--- src/rtl/ahb_ifdm_arbiter.sv ---
// Two-master AHB-Lite arbiter: a data (load/store) port and an instruction fetch port
// share one AHB master interface, with a bounded wait counter so neither side starves.
module ahb_ifdm_arbiter #(
  parameter int MAX_WAIT  = 4,
  parameter bit DATA_PRIO = 1'b1
) (
  input  logic        HCLK,
  input  logic        HRESETn,
  input  logic        d_req,
  input  logic        d_we,
  input  logic [2:0]  d_size,
  input  logic [31:0] d_addr,
  input  logic [31:0] d_wdata,
  output logic        d_gnt,
  input  logic        i_req,
  input  logic [31:0] i_addr,
  output logic        i_gnt,
  output logic        d_ack,
  output logic        i_ack,
  output logic [31:0] rsp_rdata,
  output logic        rsp_err,
  output logic [31:0] HADDR,
  output logic        HWRITE,
  output logic [2:0]  HSIZE,
  output logic [1:0]  HTRANS,
  output logic [31:0] HWDATA,
  input  logic [31:0] HRDATA,
  input  logic        HREADY,
  input  logic        HRESP
);

  typedef enum logic [1:0] {OWN_NONE = 2'd0, OWN_D = 2'd1, OWN_I = 2'd2} owner_t;

  localparam logic [3:0] LP_MAX = 4'(MAX_WAIT);

  owner_t      r_owner, w_owner_nxt;
  logic [3:0]  r_wait_cnt, w_wait_nxt;
  logic [31:0] r_hwdata;

  logic w_def_req, w_oth_req, w_win_def, w_win_oth, w_win_d, w_win_i;
  logic w_cancel, w_nonseq, w_gnt_def, w_gnt_oth, w_ack;

  // "def" is the default-priority side, "oth" the side protected by the wait counter
  assign w_def_req = DATA_PRIO ? d_req : i_req;
  assign w_oth_req = DATA_PRIO ? i_req : d_req;
  assign w_win_def = w_def_req && !((r_wait_cnt == LP_MAX) && w_oth_req);
  assign w_win_oth = w_oth_req && !w_win_def;
  assign w_win_d   = DATA_PRIO ? w_win_def : w_win_oth;
  assign w_win_i   = DATA_PRIO ? w_win_oth : w_win_def;

  // First cycle of a two-cycle ERROR response: the pending address phase must be withdrawn
  assign w_cancel = HRESP && !HREADY;
  assign w_nonseq = (w_win_d || w_win_i) && !w_cancel && HRESETn;

  assign HTRANS = w_nonseq ? 2'b10 : 2'b00;
  assign HADDR  = w_win_d ? d_addr : i_addr;
  assign HWRITE = w_win_d && d_we;
  assign HSIZE  = w_win_d ? d_size : 3'b010;
  assign HWDATA = r_hwdata;

  assign d_gnt     = w_nonseq && HREADY && w_win_d;
  assign i_gnt     = w_nonseq && HREADY && w_win_i;
  assign w_gnt_def = DATA_PRIO ? d_gnt : i_gnt;
  assign w_gnt_oth = DATA_PRIO ? i_gnt : d_gnt;

  assign d_ack     = (r_owner == OWN_D) && HREADY;
  assign i_ack     = (r_owner == OWN_I) && HREADY;
  assign w_ack     = d_ack || i_ack;
  assign rsp_rdata = w_ack ? HRDATA : 32'h0;
  assign rsp_err   = w_ack && HRESP;

  always_comb begin
    w_owner_nxt = r_owner;
    w_wait_nxt  = r_wait_cnt;
    if (HREADY) begin
      if (d_gnt)      w_owner_nxt = OWN_D;
      else if (i_gnt) w_owner_nxt = OWN_I;
      else            w_owner_nxt = OWN_NONE;
    end
    if (!w_oth_req || w_gnt_oth)
      w_wait_nxt = 4'd0;
    else if (w_gnt_def && (r_wait_cnt != LP_MAX))
      w_wait_nxt = r_wait_cnt + 4'd1;
  end

  always_ff @(posedge HCLK or negedge HRESETn) begin
    if (!HRESETn) begin
      r_owner    <= OWN_NONE;
      r_wait_cnt <= 4'd0;
      r_hwdata   <= 32'h0;
    end else begin
      r_owner    <= w_owner_nxt;
      r_wait_cnt <= w_wait_nxt;
      if (d_gnt && d_we)
        r_hwdata <= d_wdata;
    end
  end

endmodule

--- config.mk ---
export PLATFORM = sky130hd
export DESIGN_NAME = ahb_ifdm_arbiter
export DESIGN_NICKNAME = d
export VERILOG_FILES = /design/src/rtl/ahb_ifdm_arbiter.sv
export SDC_FILE = /design/constraint.sdc
export NUM_CORES = 1
export LEC_CHECK = 0
export ABC_CLOCK_PERIOD_IN_PS = 3900
export BUFFER_PORTS_ARGS = -buffer_cell sky130_fd_sc_hd__buf_2
export CORE_AREA = 2 2 95 97
export DETAILED_ROUTE_END_ITERATION = 10
export DIE_AREA = 0 0 97 99
export PLACE_DENSITY = 0.76
export SYNTH_ARGS = -nofsm -noshare
export SYNTH_HDL_FRONTEND = slang
export SYNTH_SLANG_ARGS = --single-unit
export TNS_END_PERCENT = 1
--- constraint.sdc ---
create_clock -name HCLK -period 3.9 [get_ports HCLK]
set_clock_uncertainty 0.1 [all_clocks]
set_input_delay 0.585 -clock HCLK [delete_from_list [all_inputs] [get_ports HCLK]]
set_output_delay 0.585 -clock HCLK [all_outputs]
set_load 0.05 [all_outputs]
==> run metrics, run 1 <==
status=finished clean; RR Startpoint=r_wait_cnt[0]$_DFFE_PN0P_; largest cells by area after synthesis=dfrtp_1 (39%), mux2_4 (18%), mux2_2 (16%), and3_1 (8.7%), buf_12 (2.5%); DRT Pass-1 Iters=4; DRC=0; area occupied by multi-input gates=1330 sq um; non-filler instance count after layout=~540; Yosys cell types=35; clock period minus worst slack=about 3.1 ns; Pleak=2.210 nW; Root Driver=clkbuf_8; Slew headroom=about half; total track usage=between 15 and 20%; initial antenna violation count=1; PwrDens=431.7 nW/um^2; I/O Buffers=about 240; Post-Synthesis Mean Instance Area=12.36 sq um; layout net count=~570; post_cts resized=0; later-pin clock latency in the skew report=approximately 0.28 ns; Setup WS pre-CTS=1.063 ns; Num CTS Buffers=5; Hold Violations, Final=0; TritonCTS Sinks=38; gr ovfl total=0; max-cap violation count=0; number of DRC markers in iteration 0=between 40 and 50; clock-pin transition on the worst setup and hold timing paths=about 0.080 ns; synthesis warning total=0; Fill cells=832; Routability Congestion=roughly 0.75; DRT Wirelength=about 7800 microns; # IOs=between 200 and 250; Post-CTS Setup Bufs=0; critical path class=register to primary output; core area=roughly 8600 sq um; worst-case clock buffer depth=2; via count of the first global-routing pass=roughly 2,400; HP Class=input port to async pin; Syn-to-layout area delta=53.73%; top_reg_cell synth=dfrtp_1; largest net degree at the start of global routing=38; worst-margin pin slew=roughly 0.74 ns; top-count cell post-synth=dfrtp_1; RSZ-0062 raised after global routing=false; Storage cell area=between 900 and 1000 sq um; final setup margin=about 0.8 ns; register area share after synthesis=about two fifths; routed via count=2,442; final worst-path cycle share=79.73%; CP arrival=2.42 ns; Slew Viols, Final=0; setup_tns=0 ns; fin util=44.00%; initial core utilization=28.62%; max frequency=around 320 MHz; crit-path max FO=37; Mapped Nets=338; FF-to-FF path depth=5; CTS tree=built; Design Area, Final=3762 sq um; die area=a little under 10,000 sq um; Yosys top cell area share=between 30 and 40%; H-tree depth=2; HPWL Detailed=~6400 microns; synthesis-stage register bit count=38; Hold Buf Count CTS=0; share of layout cells above drive strength 1=~75%; Syn Inst Count=slightly below 200; WP data required=about 3.2 ns; post-placement cell count=533; vias per cell=4.497; routed len/inst=about 14 microns; Max VDD drop=roughly 0.00016 V; die height=~100 microns; post-synth top area cell=dfrtp_1; Crit. End Element=primary output; crit path launch type=register; number of synthesized flops with an enable pin=0; Final Setup Violations=0; ys async rst share=100.0%; die width=97 microns; antenna-violating nets left=0; Post-synth top cells=dfrtp_1 (38), and3_1 (34), mux2_2 (34), mux2_4 (30), clkbuf_1 (7); row count=34; Mapped Area=2447 sq um; Reg-to-Reg End=HWDATA[30]$_DFFE_PN0P_; first-pass GRT wire length=~12,000 microns; reg2reg setup slack=around 1.7 ns; Area after DPL=about 3700 sq um
==> worst max-delay path, stage by stage, from the launching register on <==
cell	delay, ns
dfrtp_1	0.43
inv_1	0.09
ha_1	0.25
nand4b_4	0.15
nand2_2	0.58
mux2_2	0.42
buf_2	0.21
==> per-stage QoR <==
stage	hold slack (ns)	total power, W
final	0.03187	0.001624
after global routing	0.01663	0.001702
after detailed placement	0.3386	0.001354
after floorplan	0.1894	0.001140
after global placement	0.3385	0.001341
after CTS	0.02301	0.001645
==> state kept, by name, indices dropped and copies added, names as in the netlist <==
register / flops
r_owner: 2
HWDATA: 32
r_wait_cnt: 4
==> per-layer routing <==
metal  track usage, %  wire length, microns
met5                0                     0
met4            5.092                    65
met3            2.411                   505
met2            26.66                  4066
met1            19.31                  3118
==> cells by family after synthesis <==
family	after synthesis	share of synthesized area [%]
flip-flops	38	38.85
buffers and inverters	22	6.800
AND/OR/NAND/NOR	60	16.05
AO/OA/AOI/OAI	10	2.710
other	1	0.1532
multiplexers	64	34.05
adder cells (fa/ha/maj)	2	1.022
XOR/XNOR	1	0.3579
==> cell usage in the layout (no fill, tap or decap), drive strengths merged <==
cell type  instances
a32o               1
diode              2
nand3b             2
a21oi              2
clkinv             1
nor2               1
nand2              7
and3              37
conb               1
nand3              2
or4                1
a31oi              1
o21ai              2
clkinvlp           1
mux2              64
nand4              2
clkbuf             6
xor2               1
dfrtp             38
inv                4
o22ai              1
nor3b              2
buf              245
a21boi             2
ha                 2
and2               1
nand4b             2
and4               1
nand2b             1
or2                1
o2bb2ai            1
==> cell type report <==
type | count | area share (%)
clock inverter | 2 | 0.3326
tap | 108 | 3.592
timing repair buffer | 245 | 32.72
antenna | 2 | 0.1330
sequential | 38 | 25.27
multi-input combinational | 138 | 35.35
clock buffer | 6 | 2.195
inverter | 4 | 0.3991
==> report_power, final <==
group / internal, W / leakage (nW) / switching (W) / total (W)
logic: 0.000262 / 1.70 / 0.000574 / 0.000836
registers: 0.000469 / 0.466 / 0.0000391 / 0.000508
clock network: 0.000142 / 0.0472 / 0.000138 / 0.000281
==> worst max path at each step <==
| stage | startpoint | to | depth (start not counted) |
|---|---|---|---|
| 2_1_floorplan | HREADY | d_ack | 3 |
| 3_3_place_gp | i_req | HADDR[25] | 5 |
| 3_5_place_dp | i_req | HADDR[25] | 5 |
| 4_1_cts | r_wait_cnt[0]$_DFFE_PN0P_ | HADDR[25] | 6 |
| 5_1_grt | r_wait_cnt[0]$_DFFE_PN0P_ | HADDR[25] | 6 |
| 6_report | r_wait_cnt[0]$_DFFE_PN0P_ | HADDR[25] | 6 |
(Power assumes the default switching activity.)
==> run 2, diff against run 1 <==
ABC_CLOCK_PERIOD_IN_PS = 3100   (was 3900)
CORE_AREA = 2 2 96 98   (was 2 2 95 97)
DIE_AREA = 0 0 98 100   (was 0 0 97 99)
PLACE_DENSITY = 0.74   (was 0.76)
clock period = 3.1 ns   (was 3.9 ns; I/O delays follow)
==> run 2 against run 1 <==
Effect of this change: die area rose by 2.1%; clock power rose by 77%; core utilization fell by 1.0 points; worst setup slack got worse by 0.48 ns; sequential share of layout area fell by 0.39 points; combinational power rose by 26%; global-route usage fell by 0.95 points; critical path depth did not move; cell count rose by 0.55%; hold slack improved by 0.27 ns; critical path type unchanged; largest power group unchanged; highest routed layer unchanged.
==> run metrics, run 2 (synthesis gave the netlist of run 1 again) <==
initial core utilization=27.53% (-1.1 points); area occupied by multi-input gates=1335 sq um (+0.38%); worst-case clock buffer depth=2 (unchanged); HP Class=input port to register; hold worst-path end=HWDATA[11]$_DFFE_PN0P_; max reg flops=32 (unchanged); DRC=0 (unchanged); die width=98 microns (+1.0%); most common cell after layout, fill and taps aside=buf_2; RSZ-0062 raised after global routing=false; Fill cells=880 (+5.8%); via count of the first global-routing pass=2,300 (-4.2%); FF-to-FF path depth=5 (unchanged); Hold Violations, Final=0 (unchanged); internal power=0.001243 W (+42%); Num CTS Buffers=5 (unchanged); row count=35 (+2.9%); Root Driver=clkbuf_8; Logic pwr share=48.0% (-3.5 points); gr ovfl total=0 (unchanged); vias per cell=4.429 (-1.5%); clock power share=22.8% (+5.5 points); critical path class=register to primary output; CTS tree=built; Routability Congestion=0.9272 (+24%); slowest CP cell=dfrtp_1; reg2reg setup slack=0.90 ns (-0.83 ns); RR Startpoint=r_wait_cnt[0]$_DFFE_PN0P_; clock-pin transition on the worst setup and hold timing paths=0.08 ns (about the same); crit-path cells=inv_1 -> ha_1 -> nand4b_4 -> nand2_4 -> mux2_2 -> buf_2; DRT Pass-1 Iters=4 (unchanged); switching part of the total power=43.20% (-3.0 points); number of DRC markers in iteration 0=46 (+2.2%); slowest stage delay, CP=0.43 ns (-0.15 ns); I/O Buffers=243 (unchanged); Flop pwr share=29.2% (-2.1 points); WP data required=2.53 ns (-0.68 ns); most frequent cells in the layout=buf_2 (243), dfrtp_1 (38), and3_1 (34), mux2_2 (34), mux2_4 (30); setup_tns=0 ns (unchanged); hold path cells=2; final worst-path cycle share=about nine tenths; Syn-to-layout area delta=56.13%; die area=9800 sq um (+2.1%); share of layout cells above drive strength 1=74.88% (-0.17 points); Slew headroom=61.06% (+10 points); TritonCTS Sinks=38 (unchanged); routed via count=2,418 (-0.98%); status=finished clean; Pleak=2.237 nW (+1.2%); initial antenna violation count=1 (unchanged); layout net count=573 (+0.17%); antenna-violating nets left=0 (unchanged); DRT Wirelength=7686 microns (-0.89%); first-pass GRT wire length=11,390 microns (-5.7%); Setup WS pre-CTS=0.3877 ns (-0.6748 ns); core area=8890 sq um (+4.0%); worst path bufs/invs=2 (unchanged); Reg-to-Reg End=HWDATA[31]$_DFFE_PN0P_; later-pin clock latency in the skew report=0.28 ns (about the same); crit-path max FO=37 (unchanged); HPWL Detailed=6442 microns (+0.16%); switching pwr=0.0009450 W (+26%); largest net degree at the start of global routing=38 (unchanged); crit path launch type=register; hold_sp=d_wdata[11]; PwrDens=572.5 nW/um^2 (+33%); Slew Viols, Final=0 (unchanged); Top delay family on crit path=simple AND/OR/NAND/NOR gates; # IOs=245 (unchanged); max frequency=358.1 MHz; clock period minus worst slack=~2.8 ns; routed len/inst=14.08 microns (-1.4%); Final Setup Violations=0 (unchanged); CP arrival=2.23 ns (-0.19 ns); die height=100 microns (+1.0%); H-tree depth=2 (unchanged); worst-margin pin slew=0.5841 ns (-0.1532 ns); final setup margin=0.3076 ns (-0.4831 ns); total track usage=14.31% (-0.95 points); Max VDD drop=0.0002864 V (+81%); Storage cell area=950.9 sq um (unchanged); Crit. End Element=primary output; max-cap violation count=0 (unchanged)
==> run 2: cell count changes in the layout (fill, tap and decap cells not counted), sizes merged <==
cell         change
diode            -1
bufinv           +2
clkinvlp         -1
dlygate4sd3      +1
clkbuf           -1
==> run 2: how the worst max path moves through the flow <==
stage	start	endpoint	slack, ns	cells past startpoint
2_1_floorplan	HREADY	d_ack	0.70	3
3_3_place_gp	r_wait_cnt[0]$_DFFE_PN0P_	HADDR[15]	0.48	6
3_5_place_dp	r_wait_cnt[0]$_DFFE_PN0P_	HADDR[15]	0.39	6
4_1_cts	r_wait_cnt[0]$_DFFE_PN0P_	HADDR[15]	0.05	6
5_1_grt	r_wait_cnt[0]$_DFFE_PN0P_	HADDR[3]	0.17	6
6_report	r_wait_cnt[0]$_DFFE_PN0P_	HADDR[15]	0.31	6
==> run 2: per-layer routing <==
layer	wire length (microns)	share of wire, %	vias up	track usage [%]
met5	0	0	-	0
li1	-	-	1184	-
met1	3041	40	1093	17.42
met3	544	7.1	8	2.368
met4	122	1.6	0	4.274
met2	3977	52	133	26.03
==> run 2: power by group through the flow <==
stage / sequential, W / clock (W) / combinational (W)
floorplan: 0.000977 / 0 / 0.000458
global placement: 0.000641 / 0 / 0.00105
detailed placement: 0.000649 / 0 / 0.00105
CTS: 0.000640 / 0.000518 / 0.00106
global route: 0.000651 / 0.000537 / 0.00110
finish: 0.000638 / 0.000498 / 0.00105
==> run 2: cell type report <==
cell class	instances	share of cell area, %
clock buffers	5	1.801
repair buffers	246	32.48
well taps	111	3.635
multi-input cells	138	34.94
inverters	4	0.3929
diodes	1	0.06549
clock inverters	3	1.801
flip-flops and latches	38	24.89
==> run 2: per-stage QoR <==
| stage | instance area [sq um] | util (%) | total power, W | cells | hold WS (ns) |
|---|---|---|---|---|---|
| 6_report | 3821 | 42.98 | 0.002188 | 546 | 0.3058 |
| 3_5_place_dp | 3666 | 41.24 | 0.001703 | 536 | 0.2581 |
| 4_1_cts | 3814 | 42.90 | 0.002218 | 545 | 0.2926 |
| 3_3_place_gp | 3666 | 41.24 | 0.001687 | 536 | 0.2552 |
| 5_1_grt | 3821 | 42.98 | 0.002286 | 546 | 0.2869 |
| 2_1_floorplan | 2447 | - | 0.001434 | 198 | 0.06941 |
==> run 2: worst register-to-register path, delay by kind of cell (launching register included) <==
family / cells / cell delay, ns
AND/OR/NAND/NOR: 2 / 0.78
multiplexers: 1 / 0.43
adder cells (fa/ha/maj): 1 / 0.28
buffers and inverters: 1 / 0.09
flip-flops: 1 / 0.42
==> run 2: timing repair <==
item,4_1_cts,5_1_grt
endpoints found under the setup margin,0,32
hold buffers,1,0
resized for setup,0,1
hold endpoints to repair,6,0
setup buffers,0,0
